`config.mk`:
```
export PLATFORM = sky130hd
export DESIGN_NAME = regfile_write_arbiter
export DESIGN_NICKNAME = d
export VERILOG_FILES = /design/src/rtl/rf_ctrl_pkg.sv /design/src/rtl/rr_arbiter.sv /design/src/rtl/regfile_write_arbiter.sv
export SDC_FILE = /design/constraint.sdc
export NUM_CORES = 1
export LEC_CHECK = 0
export CAP_MARGIN = 20
export CORE_AREA = 2 2 118 120
export CTS_BUF_LIST = sky130_fd_sc_hd__clkbuf_8
export DETAILED_ROUTE_END_ITERATION = 16
export DIE_AREA = 0 0 120 122
export HOLD_SLACK_MARGIN = 0.06
export PLACE_DENSITY = 0.54
export SYNTH_ARGS = -nofsm -noshare
export SYNTH_HDL_FRONTEND = slang
export SYNTH_HIERARCHICAL = 1
export SYNTH_SLANG_ARGS = --single-unit
```
`constraint.sdc`:
```
create_clock -name clk -period 2.9 [get_ports clk]
set_clock_uncertainty 0.2 [all_clocks]
set_input_delay 0.435 -clock clk [delete_from_list [all_inputs] [get_ports clk]]
set_output_delay 0.435 -clock clk [all_outputs]
set_load 0.02 [all_outputs]
```
`src/rtl/rf_ctrl_pkg.sv`:
```
// Shared constants and state encoding for the register-file write control logic.
package rf_ctrl_pkg;

   localparam int DEFAULT_REG_WIDTH  = 34;
   localparam int DEFAULT_ADDR_WIDTH = 5;
   localparam int N_REGISTERS        = (1 << DEFAULT_ADDR_WIDTH);

   typedef enum logic {
      ST_IDLE  = 1'b0,
      ST_CLEAR = 1'b1
   } rf_state_e;

endpackage

```
`src/rtl/rr_arbiter.sv`:
```
// Combinational round-robin search: starting at ptr and wrapping modulo
// N_REQ, the first valid requester wins. The pointer itself lives in the parent.
module rr_arbiter #(
   parameter int N_REQ = 3,
   parameter int GNT_W = 2
) (
   input  logic [N_REQ-1:0] valid,
   input  logic [GNT_W-1:0] ptr,
   output logic [N_REQ-1:0] grant,
   output logic [GNT_W-1:0] grant_idx,
   output logic             grant_any
);

   logic [GNT_W:0]   pos_s;
   logic [GNT_W-1:0] idx_s;
   logic             hit_s;

   // Walk the requesters in priority order and latch onto the first valid one
   always_comb begin
      grant     = '0;
      grant_idx = '0;
      grant_any = 1'b0;
      pos_s     = '0;
      idx_s     = '0;
      hit_s     = 1'b0;
      for (int i = 0; i < N_REQ; i++) begin
         pos_s     = {1'b0, ptr} + (GNT_W+1)'(i);
         pos_s     = (pos_s >= (GNT_W+1)'(N_REQ)) ? (pos_s - (GNT_W+1)'(N_REQ)) : pos_s;
         idx_s     = pos_s[GNT_W-1:0];
         hit_s     = !grant_any && valid[idx_s];
         grant_idx = hit_s ? idx_s : grant_idx;
         grant[idx_s] = grant[idx_s] | hit_s;
         grant_any = grant_any | hit_s;
      end
   end

endmodule

```
`src/rtl/regfile_write_arbiter.sv`:
```
// Round-robin arbiter for the register file's single write port, with a
// clear sequence that writes zero to every entry. Write-port outputs are
// registered; o_req_ready is combinational from valid and the pointer.
// Optional build macro RF_ARB_ZERO_PROTECT_EN: entry 0 is never written.
module regfile_write_arbiter
   import rf_ctrl_pkg::*;
#(
   parameter int REG_WIDTH  = DEFAULT_REG_WIDTH,
   parameter int ADDR_WIDTH = DEFAULT_ADDR_WIDTH,
   parameter int N_REQ      = 3,
   parameter int GNT_W      = 2
) (
   input  logic                        clk,
   input  logic                        rst_n,
   input  logic [N_REQ-1:0]            i_req_valid,
   input  logic [N_REQ*ADDR_WIDTH-1:0] i_req_addr,
   input  logic [N_REQ*REG_WIDTH-1:0]  i_req_data,
   output logic [N_REQ-1:0]            o_req_ready,
   input  logic                        i_clear_start,
   output logic                        o_busy,
   output logic [ADDR_WIDTH-1:0]       o_address_reg_a,
   output logic                        o_wenable_reg_a,
   output logic [REG_WIDTH-1:0]        o_writedata_reg_a,
   output logic [GNT_W-1:0]            o_grant_id
);

`ifdef RF_ARB_ZERO_PROTECT_EN
   localparam bit ZERO_PROTECT = 1'b1;
`else
   localparam bit ZERO_PROTECT = 1'b0;
`endif

   localparam logic [ADDR_WIDTH-1:0] LAST_ADDR = {ADDR_WIDTH{1'b1}};

   // Write enable for a given target address; entry 0 is masked when protected
   function automatic logic write_allowed(input logic [ADDR_WIDTH-1:0] addr);
      return !(ZERO_PROTECT && (addr == {ADDR_WIDTH{1'b0}}));
   endfunction

   rf_state_e               state_r;
   logic [ADDR_WIDTH-1:0]   counter_r;
   logic [GNT_W-1:0]        rr_ptr_r;
   logic [ADDR_WIDTH-1:0]   address_r;
   logic                    wenable_r;
   logic [REG_WIDTH-1:0]    writedata_r;
   logic [GNT_W-1:0]        grant_id_r;
   logic                    busy_r;

   logic [N_REQ-1:0]        arb_grant_s;
   logic [GNT_W-1:0]        arb_idx_s;
   logic                    arb_any_s;
   logic                    arb_en_s;
   logic [ADDR_WIDTH-1:0]   sel_addr_s;
   logic [REG_WIDTH-1:0]    sel_data_s;
   logic [GNT_W-1:0]        ptr_next_s;

   rr_arbiter #(
      .N_REQ (N_REQ),
      .GNT_W (GNT_W)
   ) u_rr_arbiter (
      .valid     (i_req_valid),
      .ptr       (rr_ptr_r),
      .grant     (arb_grant_s),
      .grant_idx (arb_idx_s),
      .grant_any (arb_any_s)
   );

   // Arbitration is live only in IDLE and loses to a clear request in the same cycle
   assign arb_en_s    = (state_r == ST_IDLE) && !i_clear_start;
   assign o_req_ready = arb_en_s ? arb_grant_s : {N_REQ{1'b0}};
   assign sel_addr_s  = i_req_addr[arb_idx_s*ADDR_WIDTH +: ADDR_WIDTH];
   assign sel_data_s  = i_req_data[arb_idx_s*REG_WIDTH +: REG_WIDTH];
   assign ptr_next_s  = (arb_idx_s == GNT_W'(N_REQ - 1)) ? {GNT_W{1'b0}} : (arb_idx_s + GNT_W'(1));

   // Control FSM, round-robin pointer and registered write-port stage
   always_ff @(posedge clk or negedge rst_n) begin
      if (!rst_n) begin
         state_r     <= ST_IDLE;
         counter_r   <= {ADDR_WIDTH{1'b0}};
         rr_ptr_r    <= {GNT_W{1'b0}};
         address_r   <= {ADDR_WIDTH{1'b0}};
         wenable_r   <= 1'b0;
         writedata_r <= {REG_WIDTH{1'b0}};
         grant_id_r  <= {GNT_W{1'b0}};
         busy_r      <= 1'b0;
      end else begin
         case (state_r)
            ST_IDLE: begin
               if (i_clear_start) begin
                  // first clear write (address 0) goes out right away
                  state_r     <= ST_CLEAR;
                  counter_r   <= ADDR_WIDTH'(1);
                  address_r   <= {ADDR_WIDTH{1'b0}};
                  wenable_r   <= write_allowed({ADDR_WIDTH{1'b0}});
                  writedata_r <= {REG_WIDTH{1'b0}};
                  grant_id_r  <= {GNT_W{1'b0}};
                  busy_r      <= 1'b1;
               end else if (arb_any_s) begin
                  address_r   <= sel_addr_s;
                  wenable_r   <= write_allowed(sel_addr_s);
                  writedata_r <= sel_data_s;
                  grant_id_r  <= arb_idx_s;
                  rr_ptr_r    <= ptr_next_s;
                  busy_r      <= 1'b0;
               end else begin
                  // no write: address, data and grant id hold
                  wenable_r   <= 1'b0;
                  busy_r      <= 1'b0;
               end
            end
            ST_CLEAR: begin
               address_r   <= counter_r;
               wenable_r   <= write_allowed(counter_r);
               writedata_r <= {REG_WIDTH{1'b0}};
               grant_id_r  <= {GNT_W{1'b0}};
               busy_r      <= 1'b1;
               if (counter_r == LAST_ADDR) begin
                  // last write is on its way out; arbitration resumes next cycle
                  state_r   <= ST_IDLE;
                  counter_r <= {ADDR_WIDTH{1'b0}};
               end else begin
                  counter_r <= counter_r + ADDR_WIDTH'(1);
               end
            end
            default: begin
               state_r   <= ST_IDLE;
               counter_r <= {ADDR_WIDTH{1'b0}};
               wenable_r <= 1'b0;
               busy_r    <= 1'b0;
            end
         endcase
      end
   end

   assign o_busy            = busy_r;
   assign o_address_reg_a   = address_r;
   assign o_wenable_reg_a   = wenable_r;
   assign o_writedata_reg_a = writedata_r;
   assign o_grant_id        = grant_id_r;

endmodule

```
==> results.sh <==
export IMPL_cts_tree="yes"
export IMPL_synthesis_area_per_instance_um2=9.18
export IMPL_die_outline_height_um=122
export IMPL_initial_core_util_pct=24.1
export IMPL_ctsHtreeMaxLevel=2
export IMPL_grt_start_max_net_pins=44
export IMPL_hold_crit_path_type="register to register"
export IMPL_num_rows=43
export IMPL_timing_critical_path_buf_inv=3
export IMPL_clkSlewWorstSetupHoldPaths_ns=0.10
export IMPL_post_synth_inst_count=355
export IMPL_synth_warnings=6
export IMPL_synth_yosys_seq_area_share_pct=39.2
export IMPL_cts_made_buffers=5
export IMPL_drt_iter0_markers=94
export IMPL_fillerInstances=1356
export IMPL_final_min_period_over_clock_period_pct=97.3
export IMPL_drcViolationCount=0
export IMPL_total_leakage_power_nw=2.11
export IMPL_crit_path_cell_trace="buf_12, ha_4, buf_4, nand3b_1, o21ai_2, nor4b_2, o21a_1, and2_1, clkdlybuf4s15_2"
export IMPL_numPortBuffers=168
export IMPL_worstSetupPathType="register to output pin"
export IMPL_viasPerCell=4.61
export IMPL_max_slew_worst_pin_slew_ns=0.563
export IMPL_layout_cell_area_non_filler_um2=5540
export IMPL_first_pass_grt_wire_length_um=17000
export IMPL_timing_slew_headroom_pct=62.5
export IMPL_floorplan_die_area_um2=14600
export IMPL_post_dp_cell_area_um2=5230
export IMPL_power_per_cell_area_nw_per_um2=857
export IMPL_antenna_violations_before_repair=0
export IMPL_place_inst=697
export IMPL_area_occupied_by_multi_input_gates_um2=1930
export IMPL_number_of_nets_still_failing_antenna_checks_after_routing=0
export IMPL_antenna_cells_inserted=0
export IMPL_cpPeakStageDelay_ns=0.45
export IMPL_synthesis_area_um2=3260
export IMPL_boundaryPins=169
export IMPL_finalHoldViolCount=0
export IMPL_finalNonFillerCells=709
export IMPL_critPathSlowestCell="sky130_fd_sc_hd__dfrtp_2"
export IMPL_layout_min_cycle_time_ns=2.82
export IMPL_place_congestion=0.869
export IMPL_maxClockFrequency_mhz=355
export IMPL_area_growth_syn_to_layout_pct=70.0
export IMPL_wl_per_cell_um=15.7
export IMPL_fin_tns_setup_ns=0
export IMPL_route_vias_total=3269
export IMPL_synth_edff_count=0
export IMPL_dpl_hpwl_um=7970
export IMPL_routed_wirelength_um=11100
export IMPL_worst_ir_drop_vdd_v=0.000433
export IMPL_most_common_layout_cells="164 x sky130_fd_sc_hd__clkdlybuf4s50_1, 50 x sky130_fd_sc_hd__dfrtp_1, 43 x sky130_fd_sc_hd__o21ai_0"
export IMPL_mappedNetlistNets=484
export IMPL_critPathRequiredTime_ns=2.27
export IMPL_yosys_most_used_dff="sky130_fd_sc_hd__dfrtp_1"
export IMPL_synth_distinct_cells=43
export IMPL_grt_pass1_vias=3390
export IMPL_cts_root_to_sink_buffers=2
export IMPL_clock_latency_ns=0.31
export IMPL_drtPass1Iterations=4
export IMPL_status="finished, final reports clean"
export IMPL_global_route_usage_total_pct=14.6
export IMPL_post_route_cells_drive_above_1_share_pct=12.7
export IMPL_core_region_area_um2=13500
export IMPL_final_common_cell="sky130_fd_sc_hd__clkdlybuf4s50_1"
export IMPL_post_route_util_pct=41.0
export IMPL_totalPowerFinal_mw=4.75
export IMPL_clock_sinks=51
export IMPL_kind_of_capture_point_of_the_worst_setup_path="output pin"
export IMPL_chipWidth_um=120
export IMPL_worstPathArrival_ns=2.19
export IMPL_crit_path_leading_delay_family="buffers and inverters"
export IMPL_crit_fanout=5
export IMPL_final_max_slew_violation_count=0
export IMPL_synth_async_reset_ratio_pct=100
export IMPL_postSynthRegisterBits=51
export IMPL_globalRoute_totalOverflow=0
export IMPL_area_sequential_um2=1280
export IMPL_ctsRootBufferMaster="sky130_fd_sc_hd__clkbuf_8"
export IMPL_finalSetupViolCount=0
export IMPL_startpoint_type="register"
export IMPL_maxCapViolCount=0
export IMPL_layout_nets=657
## sequential cells by signal, summed over array words and instances, names as in the netlist
signal             flops
o_writedata_reg_a     34
counter_r              5
o_address_reg_a        5
o_grant_id             2
rr_ptr_r               2
o_busy                 1
o_wenable_reg_a        1
state_r                1
## where the power goes
group	leakage (nW)	switching [mW]	internal [mW]
combinational	1.37	1.73	1.58
clock	0.0612	0.251	0.280
sequential	0.674	0.0947	0.821
## per-layer routing
metal	up-vias	global-route usage (%)	share of wire, %
met5	-	0	0
met4	0	3.68	1.2
met3	9	4.17	7.1
met2	103	26.3	49
met1	1549	17.1	42
li1	1608	-	-
## cells by family after synthesis
kind of cell,Yosys count,share of synthesized area (%)
multiplexers,43,13.4
flip-flops,51,39.2
buffers and inverters,33,6.22
AND/OR/NAND/NOR,118,19.4
AO/OA/AOI/OAI,104,19.5
adder cells (fa/ha/maj),6,2.30
## synth_stat cells, types with 2 or more instances
cell	count	area share, %
sky130_fd_sc_hd__a211oi_1	4	0.92
sky130_fd_sc_hd__a21oi_1	5	0.77
sky130_fd_sc_hd__a22o_1	2	0.54
sky130_fd_sc_hd__a31oi_1	34	6.5
sky130_fd_sc_hd__and2_1	3	0.58
sky130_fd_sc_hd__and3_1	2	0.38
sky130_fd_sc_hd__buf_2	3	0.46
sky130_fd_sc_hd__buf_4	8	1.8
sky130_fd_sc_hd__buf_6	3	1.0
sky130_fd_sc_hd__buf_8	2	0.92
sky130_fd_sc_hd__clkbuf_1	13	1.5
sky130_fd_sc_hd__dfrtp_1	51	39
sky130_fd_sc_hd__ha_1	6	2.3
sky130_fd_sc_hd__inv_1	4	0.46
sky130_fd_sc_hd__mux2_2	2	0.69
sky130_fd_sc_hd__mux2i_1	40	12
sky130_fd_sc_hd__nand2_1	42	4.8
sky130_fd_sc_hd__nand2b_1	6	1.2
sky130_fd_sc_hd__nand3b_1	4	0.92
sky130_fd_sc_hd__nor2_1	7	0.81
sky130_fd_sc_hd__nor2b_1	13	2.5
sky130_fd_sc_hd__o21ai_0	44	6.8
sky130_fd_sc_hd__o21ai_2	2	0.54
sky130_fd_sc_hd__o221ai_1	4	1.1
sky130_fd_sc_hd__or2_0	32	6.1
sky130_fd_sc_hd__or2_1	2	0.38
## area by class of cell
| class | instances | share of cell area [%] |
|---|---|---|
| clock buffers | 6 | 1.49 |
| clock inverters | 2 | 0.632 |
| inverters | 4 | 0.271 |
| multi-input cells | 271 | 34.8 |
| flip-flops and latches | 51 | 23.1 |
| well taps | 180 | 4.07 |
| repair buffers | 195 | 35.7 |
## final timing paths
| path | startpoint | slack [ns] | depth (start not counted) | endpoint |
|---|---|---|---|---|
| setup / recovery | rr_ptr_r[0] | 0.08 | 9 | o_req_ready[2] |
| setup reg to reg | rr_ptr_r[0] | 0.12 | 11 | o_address_reg_a[3] |
| hold reg to reg | counter_r[0] | 0.34 | 1 | counter_r[0] |
| max in group asynchronous | rst_n | 1.23 | 3 | rr_ptr_r[0] |
| hold / removal | counter_r[0] | 0.34 | 1 | counter_r[0] |
| min in group asynchronous | rst_n | 0.44 | 2 | o_address_reg_a[1] |
## per-stage QoR
| step | setup WS (ns) | hold slack, ns |
|---|---|---|
| 2_1_floorplan | 0.198 | -0.0606 |
| 3_3_place_gp | -0.132 | 0.269 |
| 3_5_place_dp | -0.199 | 0.270 |
| 4_1_cts | 0.000495 | 0.339 |
| 5_1_grt | -0.00462 | 0.354 |
| 6_report | 0.0796 | 0.341 |
## repair_timing
| item | CTS | global route |
|---|---|---|
| hold endpoints to repair | 23 | 0 |
| hold buffers | 1 | 0 |
| pin swaps | 1 | 3 |
| gates resized for setup | 14 | 27 |
| gates cloned | 0 | 1 |
| buffers inserted | 0 | 2 |
| setup endpoints to repair | 4 | 17 |
## worst reg2reg max path, stage by stage, from the launching register on
cell                        delay, ns
sky130_fd_sc_hd__dfrtp_2         0.41
sky130_fd_sc_hd__inv_1           0.06
sky130_fd_sc_hd__ha_2            0.36
sky130_fd_sc_hd__nand2_1         0.07
sky130_fd_sc_hd__o22a_1          0.21
sky130_fd_sc_hd__nor3_4          0.28
sky130_fd_sc_hd__buf_6           0.15
sky130_fd_sc_hd__o2bb2ai_4       0.20
sky130_fd_sc_hd__buf_12          0.23
sky130_fd_sc_hd__mux2i_2         0.25
sky130_fd_sc_hd__o2111a_1        0.20
sky130_fd_sc_hd__a21oi_1         0.05
Power figures use the tool's default switching activity.
